`config.mk`:
```
export PLATFORM = sky130hd
export DESIGN_NAME = seq_detector_moore
export DESIGN_NICKNAME = d
export VERILOG_FILES = /design/src/rtl/seq_detector_moore.sv
export SDC_FILE = /design/constraint.sdc
export NUM_CORES = 1
export LEC_CHECK = 0
export CAP_MARGIN = 20
export CORE_AREA = 4 4 42 44
export DETAILED_ROUTE_END_ITERATION = 6
export DIE_AREA = 0 0 46 48
export GPL_TIMING_DRIVEN = 1
export PLACE_DENSITY = 0.81
export RECOVER_POWER = 50
export SLEW_MARGIN = 30
export SYNTH_ARGS = -nofsm -noshare
export SYNTH_HDL_FRONTEND = slang
export SYNTH_SLANG_ARGS = --single-unit
```
`constraint.sdc`:
```
create_clock -name clk -period 3.9 [get_ports clk]
set_input_delay 0.78 -clock clk [delete_from_list [all_inputs] [get_ports clk]]
set_output_delay 0.78 -clock clk [all_outputs]
set_load 0.02 [all_outputs]
```
`src/rtl/seq_detector_moore.sv`:
```
// -----------------------------------------------------------------------------
// seq_detector_moore
//
// Moore-type serial pattern detector for single-bit streams. One bit is
// consumed on every clock edge with en=1. The state register holds the
// length of the longest pattern prefix that is currently matched (0..N).
// The match flag y is high exactly while that length equals N. A saturating
// counter records the number of completed matches.
//
// Parameters
//   N        pattern length in bits, 1..16
//   PATTERN  target sequence; PATTERN[N-1] is expected first, PATTERN[0] last
//   OVERLAP  1: matches may share bits; 0: restart from empty after a match
//   CNT_W    width of match_count
//
// Ports
//   clk          in   rising-edge clock
//   rst          in   asynchronous active-high reset
//   en           in   sample strobe; x is consumed only when en=1
//   x            in   serial data bit
//   clr_count    in   synchronous clear of match_count (beats an increment)
//   y            out  registered match flag (state == N)
//   match_count  out  registered saturating match counter
// -----------------------------------------------------------------------------
module seq_detector_moore #(
  parameter int           N       = 4,
  parameter logic [N-1:0] PATTERN = 4'b1011,
  parameter bit           OVERLAP = 1'b1,
  parameter int           CNT_W   = 8
) (
  input  logic             clk,
  input  logic             rst,
  input  logic             en,
  input  logic             x,
  input  logic             clr_count,
  output logic             y,
  output logic [CNT_W-1:0] match_count
);

  // Reject unsupported configurations while elaborating.
  if (N < 1 || N > 16) begin : g_bad_n
    $fatal(1, "seq_detector_moore: N must be in the range 1..16");
  end
  if (CNT_W < 1) begin : g_bad_cnt_w
    $fatal(1, "seq_detector_moore: CNT_W must be at least 1");
  end

  localparam int SW = (N < 1) ? 1 : $clog2(N + 1);

  typedef logic [SW-1:0] state_t;

  localparam state_t             S_EMPTY = '0;
  localparam state_t             S_FULL  = SW'(N);
  localparam logic [CNT_W-1:0]   CNT_MAX = '1;

  // KMP-style transition. The k matched bits are always the first k bits of
  // PATTERN, so the sequence "matched bits followed by b" can be rebuilt from
  // the parameter alone: shift the pattern prefix up by one and append b.
  // The result is the longest j such that the last j bits of that sequence
  // equal the first j pattern bits. Everything except k and b is constant,
  // so this folds into a small lookup after synthesis. States above N are
  // unreachable but are treated like N so a corrupted state still recovers.
  function automatic state_t next_state_f(input state_t k_in, input logic b);
    logic [31:0] pat;
    logic [31:0] seq;
    logic [31:0] mask;
    logic [31:0] pre;
    int          k;
    int          best;
    pat  = 32'(PATTERN);
    k    = int'(k_in);
    if (k >= N) begin
      k = OVERLAP ? N : 0;
    end else begin
      k = k;
    end
    seq  = ((pat >> (N - k)) << 1) | 32'(b);
    best = 0;
    for (int j = 1; j <= 16; j++) begin
      if (j <= N && j <= k + 1) begin
        mask = (32'd1 << j) - 32'd1;
        pre  = pat >> (N - j);
        best = ((seq & mask) == pre) ? j : best;
      end else begin
        best = best;
      end
    end
    return SW'(best);
  endfunction

  state_t           state_q;
  state_t           state_d;
  logic             y_q;
  logic             y_d;
  logic [CNT_W-1:0] cnt_q;
  logic [CNT_W-1:0] cnt_d;
  logic             hit_s;

  // Next-state, match flag and counter update.
  always_comb begin
    state_d = state_q;
    hit_s   = 1'b0;
    cnt_d   = cnt_q;
    if (en) begin
      state_d = next_state_f(state_q, x);
    end else begin
      state_d = state_q;
    end
    hit_s = en & (state_d == S_FULL);
    y_d   = (state_d == S_FULL);
    if (clr_count) begin
      cnt_d = '0;
    end else if (hit_s && (cnt_q != CNT_MAX)) begin
      cnt_d = cnt_q + CNT_W'(1'b1);
    end else begin
      cnt_d = cnt_q;
    end
  end

  // State, flag and counter registers with asynchronous reset.
  always_ff @(posedge clk or posedge rst) begin
    if (rst) begin
      state_q <= S_EMPTY;
      y_q     <= 1'b0;
      cnt_q   <= '0;
    end else begin
      state_q <= state_d;
      y_q     <= y_d;
      cnt_q   <= cnt_d;
    end
  end

  assign y           = y_q;
  assign match_count = cnt_q;

endmodule
```
==> results of run 1 <==
[critical path, delay by kind of cell, from the launching register on]
family                     cells  cell delay [ns]
DFF                            1             0.45
adders and majority gates      1             0.29
and+or+nand+nor                3             1.24
AOI/OAI and AO/OA              2             0.44
[state kept, by name, indices dropped and copies added, names as in the netlist]
name,count
match_count,8
state_q,3
y,1
[stage by stage]
stage	hold WS (ns)	cell area [sq um]	utilization [%]	power, W
floorplan	0.4789	720.7	-	0.0001577
global placement	0.5261	862.1	60.02	0.0001676
detailed placement	0.5247	862.1	60.02	0.0001686
CTS	0.5263	898.4	62.54	0.0002663
global route	0.5733	885.9	61.67	0.0002751
finish	0.5231	885.9	61.67	0.0002597
[kinds of logic after synthesis]
kind of cell,share of synthesized area (%)
multiplexers,2.778
AO/OA/AOI/OAI,15.45
AND/OR/NAND/NOR,23.44
adder cells (fa/ha/maj),8.681
XOR/XNOR,3.646
flip-flops,41.67
buffers and inverters,4.339
[final cells by class]
cell class	instances	area share, %
inverter	6	2.542
tap	16	2.260
clock buffer	4	4.096
multi-input combinational	53	42.51
timing repair buffer	13	14.69
sequential	12	33.90
[worst max path at each step]
stage,endpoint
final,match_count[7]$_DFFE_PP0P_
after global routing,match_count[7]$_DFFE_PP0P_
after CTS,match_count[7]$_DFFE_PP0P_
after detailed placement,match_count[7]$_DFFE_PP0P_
after global placement,match_count[7]$_DFFE_PP0P_
after floorplan,match_count[7]$_DFFE_PP0P_
[per-layer routing]
metal	GRT usage [%]	up-vias	part of all wire [%]
met1	17.46	277	47
met2	20.60	14	46
met5	0	-	0
met3	7.143	2	6.4
met4	2.841	0	0.76
li1	-	292	-
[power by group]
group           total, W  switching [W]  internal [W]
combinational  0.0000323      0.0000186     0.0000137
clock          0.0000978      0.0000410     0.0000568
sequential      0.000130     0.00000289      0.000127
[placed cells by master, fill, tap and decap left out]
cell	instances
xor2_1	3
nand3_1	3
o211ai_2	1
or4b_1	1
clkbuf_8	1
dlygate4sd3_1	2
o2bb2ai_1	1
nand3b_1	1
o31ai_1	1
and3_1	1
or2b_1	2
nor2_1	6
and4_1	2
ha_1	5
nand2b_1	1
or3_1	3
o2111ai_2	1
o21ai_1	2
dfrtp_1	12
clkbuf_4	3
o2111ai_1	1
inv_1	6
nor2b_1	1
a21oi_1	4
nand2_1	3
nand4_1	2
a31o_1	1
o21ai_0	4
nor3b_1	1
mux2i_1	2
clkdlybuf4s50_1	11
==> results by group, run 1 <==
Clock network
  • Clock transition at the registers of the reported paths: 0.08 ns
  • CTS Buf Count: 3
  • Clock Tree Root: clkbuf_4
  • Hold buffer count at cts: 0
  • Clock sinks: 12
  • Clk_lat worst skew: 0.28 ns
  • Post-CTS Setup Bufs: 0
  • CTS tree: done
  • H-tree levels: 1
  • Clk buf depth: 2
  • Resized Gates After CTS: 0

Routing
  • Post-DRT Antenna Nets: 0
  • Via density per instance: roughly 5.6
  • DRC Markers: 0
  • TritonRoute pass-1 iters: 2
  • Initial DRC Count: 8
  • Total wire length: 1309 um
  • Routed WL per cell: 12.59 um
  • Detailed-route via count: 585

Global routing
  • Initial antenna violation count: 0
  • First-pass GRT wire length: ~2100 um
  • GRT Overall Usage: 13.68%
  • Number of global-route vias before repair: between 500 and 600
  • Grt ovf: 0
  • Largest net degree at the start of global routing: 13

Worst setup path
  • CP Launch Point: state_q[2]$_DFF_PP0_
  • Startpoint Class: flop
  • Setup CP Type: reg -> reg
  • Worst Setup End Kind: flop
  • Worst EP arrival: between 2 and 3 ns
  • Slowest-stage cell, CP: nor3b_1
  • CP Max Fanout: 7
  • Reg-to-Reg End: match_count[7]$_DFFE_PP0P_
  • Worst r2r src: state_q[2]$_DFF_PP0_
  • WP data required: 4.10 ns
  • CP max stage delay: ~0.61 ns
  • Cells along the critical path: or2b_1, ha_1, nor3b_1, o2111ai_2, or3_1, a21oi_1
  • Reg2reg path depth: 6
  • Flop2flop setup slack: roughly 1.4 ns

Timing
  • Slew @ Worst Pin: 0.7320 ns
  • Tmin final: approximately 2.5 ns
  • Fin Setup TNS: 0 ns
  • Skew final: about 0.010 ns
  • FMAX: 400.0 MHz
  • Slew Viols, Final: 0
  • Unrepaired setup endpoints after global routing: no
  • PnR worst setup slack: between 1 and 1.5 ns
  • Fin. Hold Viols: 0
  • Relative slew slack: 51.09%
  • # setup viols final: 0
  • Final period utilization: 64.10%

Final layout
  • FF+latch area: 300.3 sq um
  • Area of the multi-input gates: 376.6 sq um
  • Final #Nets: 99
  • N_diodes: 0
  • Final cell count without fillers: 104
  • Layout area overhead: 22.92%
  • Share of cells above drive strength 1: 6.818%
  • # fillers: 119

Synth
  • Flops & latches, synth: 12
  • Synth top area cells: dfrtp_1, ha_1, xor2_1, inv_1, nor2_1
  • Largest area contributor in the netlist: dfrtp_1
  • Predominant post-synthesis flop cell: dfrtp_1
  • Post-synth top area share: a little over two fifths
  • Post-Syn Area: 720.7 sq um
  • Commonest cells in the netlist: dfrtp_1, inv_1, nor2_1
  • Syn Area/Cell: 9.872 sq um
  • Syn_nets: 83
  • Most frequent cell after synthesis: dfrtp_1
  • Cell variety after synth: 30
  • Register area share after synthesis: 41.67%
  • Yosys warns: 0
  • Syn Inst Count: 73
  • Synth async-reset ratio: between 90% and 100%
  • Post-synth EDFFs: 0

Die
  • Top-level I/O count: 14
  • Die Y: 48 um
  • Die width: 46 um
  • FP Rows: 14
  • Initial Util: 50.17%
  • Core ar.: 1436 sq um
  • Die area: 2208 sq um

Power
  • VDD IR-drop max: 227.5 uV
  • Leak: 0.4194 nW
  • PwrDens: 293.2 nW/um^2

Placed design
  • Buffers on Ports: 13
  • Hpwl dp: a little over 1000 um
  • Placed Cells: 100
  • Worst slack, placed: 1.466 ns
  • Gp weighted congestion: 0.8262

Worst hold path
  • Tightest Hold Check Type: reg -> reg
  • Min-delay src: state_q[0]$_DFF_PP0_
  • Hold EP: y$_DFF_PP0_
  • WHS Path Cells: 1

Status
  • Outcome: completed

Run
  • MaxCap Viol Count: 0
Note: power is estimated with default switching activity, not from simulation.
==> run 2: changes to the inputs <==
--- a/config.mk
+++ b/config.mk
@@ -6,11 +6,11 @@
 export NUM_CORES = 1
 export LEC_CHECK = 0
 export CAP_MARGIN = 20
-export CORE_AREA = 4 4 42 44
+export CORE_AREA = 4 4 46 48
 export DETAILED_ROUTE_END_ITERATION = 6
-export DIE_AREA = 0 0 46 48
+export DIE_AREA = 0 0 50 52
 export GPL_TIMING_DRIVEN = 1
-export PLACE_DENSITY = 0.81
+export PLACE_DENSITY = 0.71
 export RECOVER_POWER = 50
 export SLEW_MARGIN = 30
 export SYNTH_ARGS = -nofsm -noshare
==> constraint.sdc (replaced) <==
create_clock -name clk -period 2 [get_ports clk]
set_input_delay 0.4 -clock clk [delete_from_list [all_inputs] [get_ports clk]]
set_output_delay 0.4 -clock clk [all_outputs]
set_load 0.02 [all_outputs]
==> run 2 against run 1 <==
Combinational power rose to 3.9 times the previous value. The run now ends with negative setup slack left. Largest cell class unchanged. Clock skew down 0.0023 ns. Clock power increased by 100%. Worst hold slack better by 0.032 ns. Wire length up 36%. Highest routed layer unchanged. Critical path depth up 2.
==> results by group, run 2 (synthesis results as in run 1) <==
Clock network
  • CTS Buf Count: 3 (unchanged)
  • Clk buf depth: 2 (unchanged)
  • Clock transition at the registers of the reported paths: 0.09 ns (was 0.08 ns)
  • CTS tree: done (unchanged)
  • Hold buffer count at cts: 0 (unchanged)
  • Clock sinks: 12 (unchanged)
  • Clock Tree Root: clkbuf_4 (unchanged)
  • Clk_lat worst skew: 0.28 ns (about the same)
  • H-tree levels: 1 (unchanged)

Routing
  • TritonRoute pass-1 iters: 4 (was 2)
  • Via density per instance: 5.230 (was 5.625)
  • Total wire length: 1776 um (was 1309 um)
  • Initial DRC Count: 5 (was 8)
  • DRC Markers: 0 (unchanged)
  • Routed WL per cell: 14.10 um (was 12.59 um)
  • Post-DRT Antenna Nets: 0 (unchanged)
  • Detailed-route via count: 659 (was 585)

Power
  • PwrDens: 541.9 nW/um^2 (was 293.2 nW/um^2)
  • Share of total power in the clock network: 34.4% (was 37.7%)
  • Net Sw Power: 0.0001516 W (was 0.00006247 W)
  • Comb pwr share: 22.1% (was 12.4%)
  • Sw Ratio: 26.33% (was 24.06%)
  • P_int: 0.0004241 W (was 0.0001972 W)
  • VDD IR-drop max: 333.4 uV (was 227.5 uV)
  • Flop pwr share: 43.5% (was 49.9%)
  • Leak: 0.4840 nW (was 0.4194 nW)

Status
  • Failing checks: negative setup slack
  • Outcome: complete, but fails checks (was completed)

Worst setup path
  • Most used cell, CP: ha_4
  • Cells along the critical path: or2b_1, ha_4, inv_2, ha_4, and4_4, o2111ai_4, or3_1, a21oi_2 (was or2b_1, ha_1, nor3b_1, o2111ai_2, or3_1, a21oi_1)
  • Worst r2r src: state_q[2]$_DFF_PP0_ (unchanged)
  • Critical path endpoint: match_count[7]$_DFFE_PP0P_ (unchanged)
  • Setup CP Type: reg -> reg (unchanged)
  • CP Max Fanout: 4 (was 7)
  • Worst EP arrival: 2.23 ns (was 2.70 ns)
  • Worst Setup End Kind: flop (unchanged)
  • CP max stage delay: 0.41 ns (was 0.61 ns)
  • Slowest-stage cell, CP: dfrtp_1 (was nor3b_1)
  • Reg-to-Reg End: match_count[7]$_DFFE_PP0P_ (unchanged)
  • Startpoint Class: flop (unchanged)
  • CP Launch Point: state_q[2]$_DFF_PP0_ (unchanged)
  • Flop2flop setup slack: -0.03 ns (was 1.40 ns)
  • Reg2reg path depth: 8 (was 6)
  • WP data required: 2.20 ns (was 4.10 ns)

Timing
  • PnR worst setup slack: -0.03099 ns (was 1.400 ns)
  • FMAX: 492.4 MHz (was 400.0 MHz)
  • Tmin final: 2.031 ns (was 2.500 ns)
  • Slew @ Worst Pin: 0.4541 ns (was 0.7320 ns)
  • Fin. Hold Viols: 0 (unchanged)
  • Relative slew slack: 69.70% (was 51.09%)
  • Final period utilization: 101.5% (was 64.10%)
  • # setup viols final: 1 (was 0)
  • Skew final: 0.007786 ns (was 0.01007 ns)
  • Slew Viols, Final: 0 (unchanged)
  • Final hold slack: 0.5546 ns (was 0.5231 ns)
  • Unrepaired setup endpoints after global routing: yes (was no)

Final layout
  • Commonest non-fill, non-tap cells in the layout: dfrtp_1, buf_4, clkdlybuf4s50_1, nor2_1, inv_1 (was dfrtp_1, clkdlybuf4s50_1, nor2_1, inv_1, ha_1)
  • Share of cells above drive strength 1: 26.73% (was 6.818%)
  • Final Cell Area: 1062 sq um (was 885.9 sq um)
  • Final core utilization: 62.20% (was 61.67%)
  • Final #Nets: 112 (was 99)
  • # fillers: 137 (was 119)
  • Max FFs per register: 8 (unchanged)
  • N_diodes: 0 (unchanged)
  • Layout area overhead: 47.40% (was 22.92%)
  • Final cell count without fillers: 126 (was 104)

Die
  • Top-level I/O count: 14 (unchanged)
  • Die width: 50 um (was 46 um)
  • FP Rows: 15 (was 14)
  • Initial Util: 42.20% (was 50.17%)
  • Die Y: 52 um (was 48 um)
  • Die area: 2600 sq um (was 2208 sq um)
  • Core ar.: 1708 sq um (was 1436 sq um)

Global routing
  • GRT Overall Usage: 15.62% (was 13.68%)
  • First-pass GRT wire length: 3049 um (was 2118 um)
  • Number of global-route vias before repair: 665 (was 504)
  • Grt ovf: 0 (unchanged)
  • Initial antenna violation count: 0 (unchanged)
  • Largest net degree at the start of global routing: 13 (unchanged)

Run
  • MaxCap Viol Count: 0 (unchanged)

Placed design
  • Worst slack, placed: -0.01476 ns (was 1.466 ns)
  • Placed Instance Area: 963.4 sq um (was 862.1 sq um)
  • Placed Cells: 121 (was 100)
  • Buffers on Ports: 13 (unchanged)
  • Hpwl dp: 1258 um (was 1025 um)
  • Gp weighted congestion: 0.7882 (was 0.8262)

Worst hold path
  • Tightest Hold Check Type: in -> async (was reg -> reg)
-- run 2: changes by cell type in the layout (fill, tap and decap cells not counted), sizes merged --
cell | before | now
buf | 0 | 13
-- run 2: how the worst min path moves through the flow --
stage	from	end	slack [ns]	cells after the start
floorplan	rst	match_count[0]$_DFFE_PP0P_	0.26	1
global placement	state_q[0]$_DFF_PP0_	y$_DFF_PP0_	0.55	2
detailed placement	state_q[0]$_DFF_PP0_	y$_DFF_PP0_	0.55	2
CTS	rst	match_count[2]$_DFFE_PP0P_	0.44	2
global route	rst	state_q[1]$_DFF_PP0_	0.60	2
finish	rst	match_count[0]$_DFFE_PP0P_	0.55	2
-- run 2: critical path, delay by kind of cell (launching register included) --
| family | cells | cell delay [ns] |
|---|---|---|
| buffers and inverters | 1 | 0.06 |
| AOI/OAI and AO/OA | 2 | 0.22 |
| and+or+nand+nor | 3 | 0.94 |
| DFF | 1 | 0.41 |
| adders and majority gates | 2 | 0.31 |
-- run 2: repair_timing --
item	CTS	global route
pin swaps	3	4
endpoints found under the setup margin	2	7
resized for setup	4	6
buffers inserted	1	0
-- run 2: metrics by stage --
| stage | setup TNS, ns | power, W |
|---|---|---|
| 2_1_floorplan | -0.0003813 | 0.0003076 |
| 3_3_place_gp | 0 | 0.0003510 |
| 3_5_place_dp | -0.01476 | 0.0003544 |
| 4_1_cts | 0 | 0.0005636 |
| 5_1_grt | -0.4395 | 0.0006008 |
| 6_report | -0.03099 | 0.0005757 |
-- run 2: power groups by stage --
| stage | combinational, W | sequential, W | clock, W |
|---|---|---|---|
| after CTS | 0.000114 | 0.000249 | 0.000200 |
| final | 0.000127 | 0.000250 | 0.000198 |
| after floorplan | 0.0000516 | 0.000256 | 0 |
| after detailed placement | 0.000100 | 0.000254 | 0 |
| after global placement | 0.0000969 | 0.000254 | 0 |
| after global routing | 0.000140 | 0.000251 | 0.000210 |
-- run 2: layout make-up --
| class | count | area [sq um] | area share [%] |
|---|---|---|---|
| well taps | 25 | 31.28 | 2.945 |
| inverters | 6 | 22.52 | 2.120 |
| flip-flops and latches | 12 | 300.3 | 28.27 |
| repair buffers | 26 | 231.5 | 21.79 |
| multi-input cells | 53 | 440.4 | 41.46 |
| clock buffers | 4 | 36.28 | 3.416 |
-- run 2: metal layers --
layer	vias up	GRT usage (%)	part of all wire, %
li1	318	-	-
met1	314	19.65	46
met2	23	25.87	47
met3	4	4.298	5.6
met4	0	4.608	1.4
met5	-	0	0
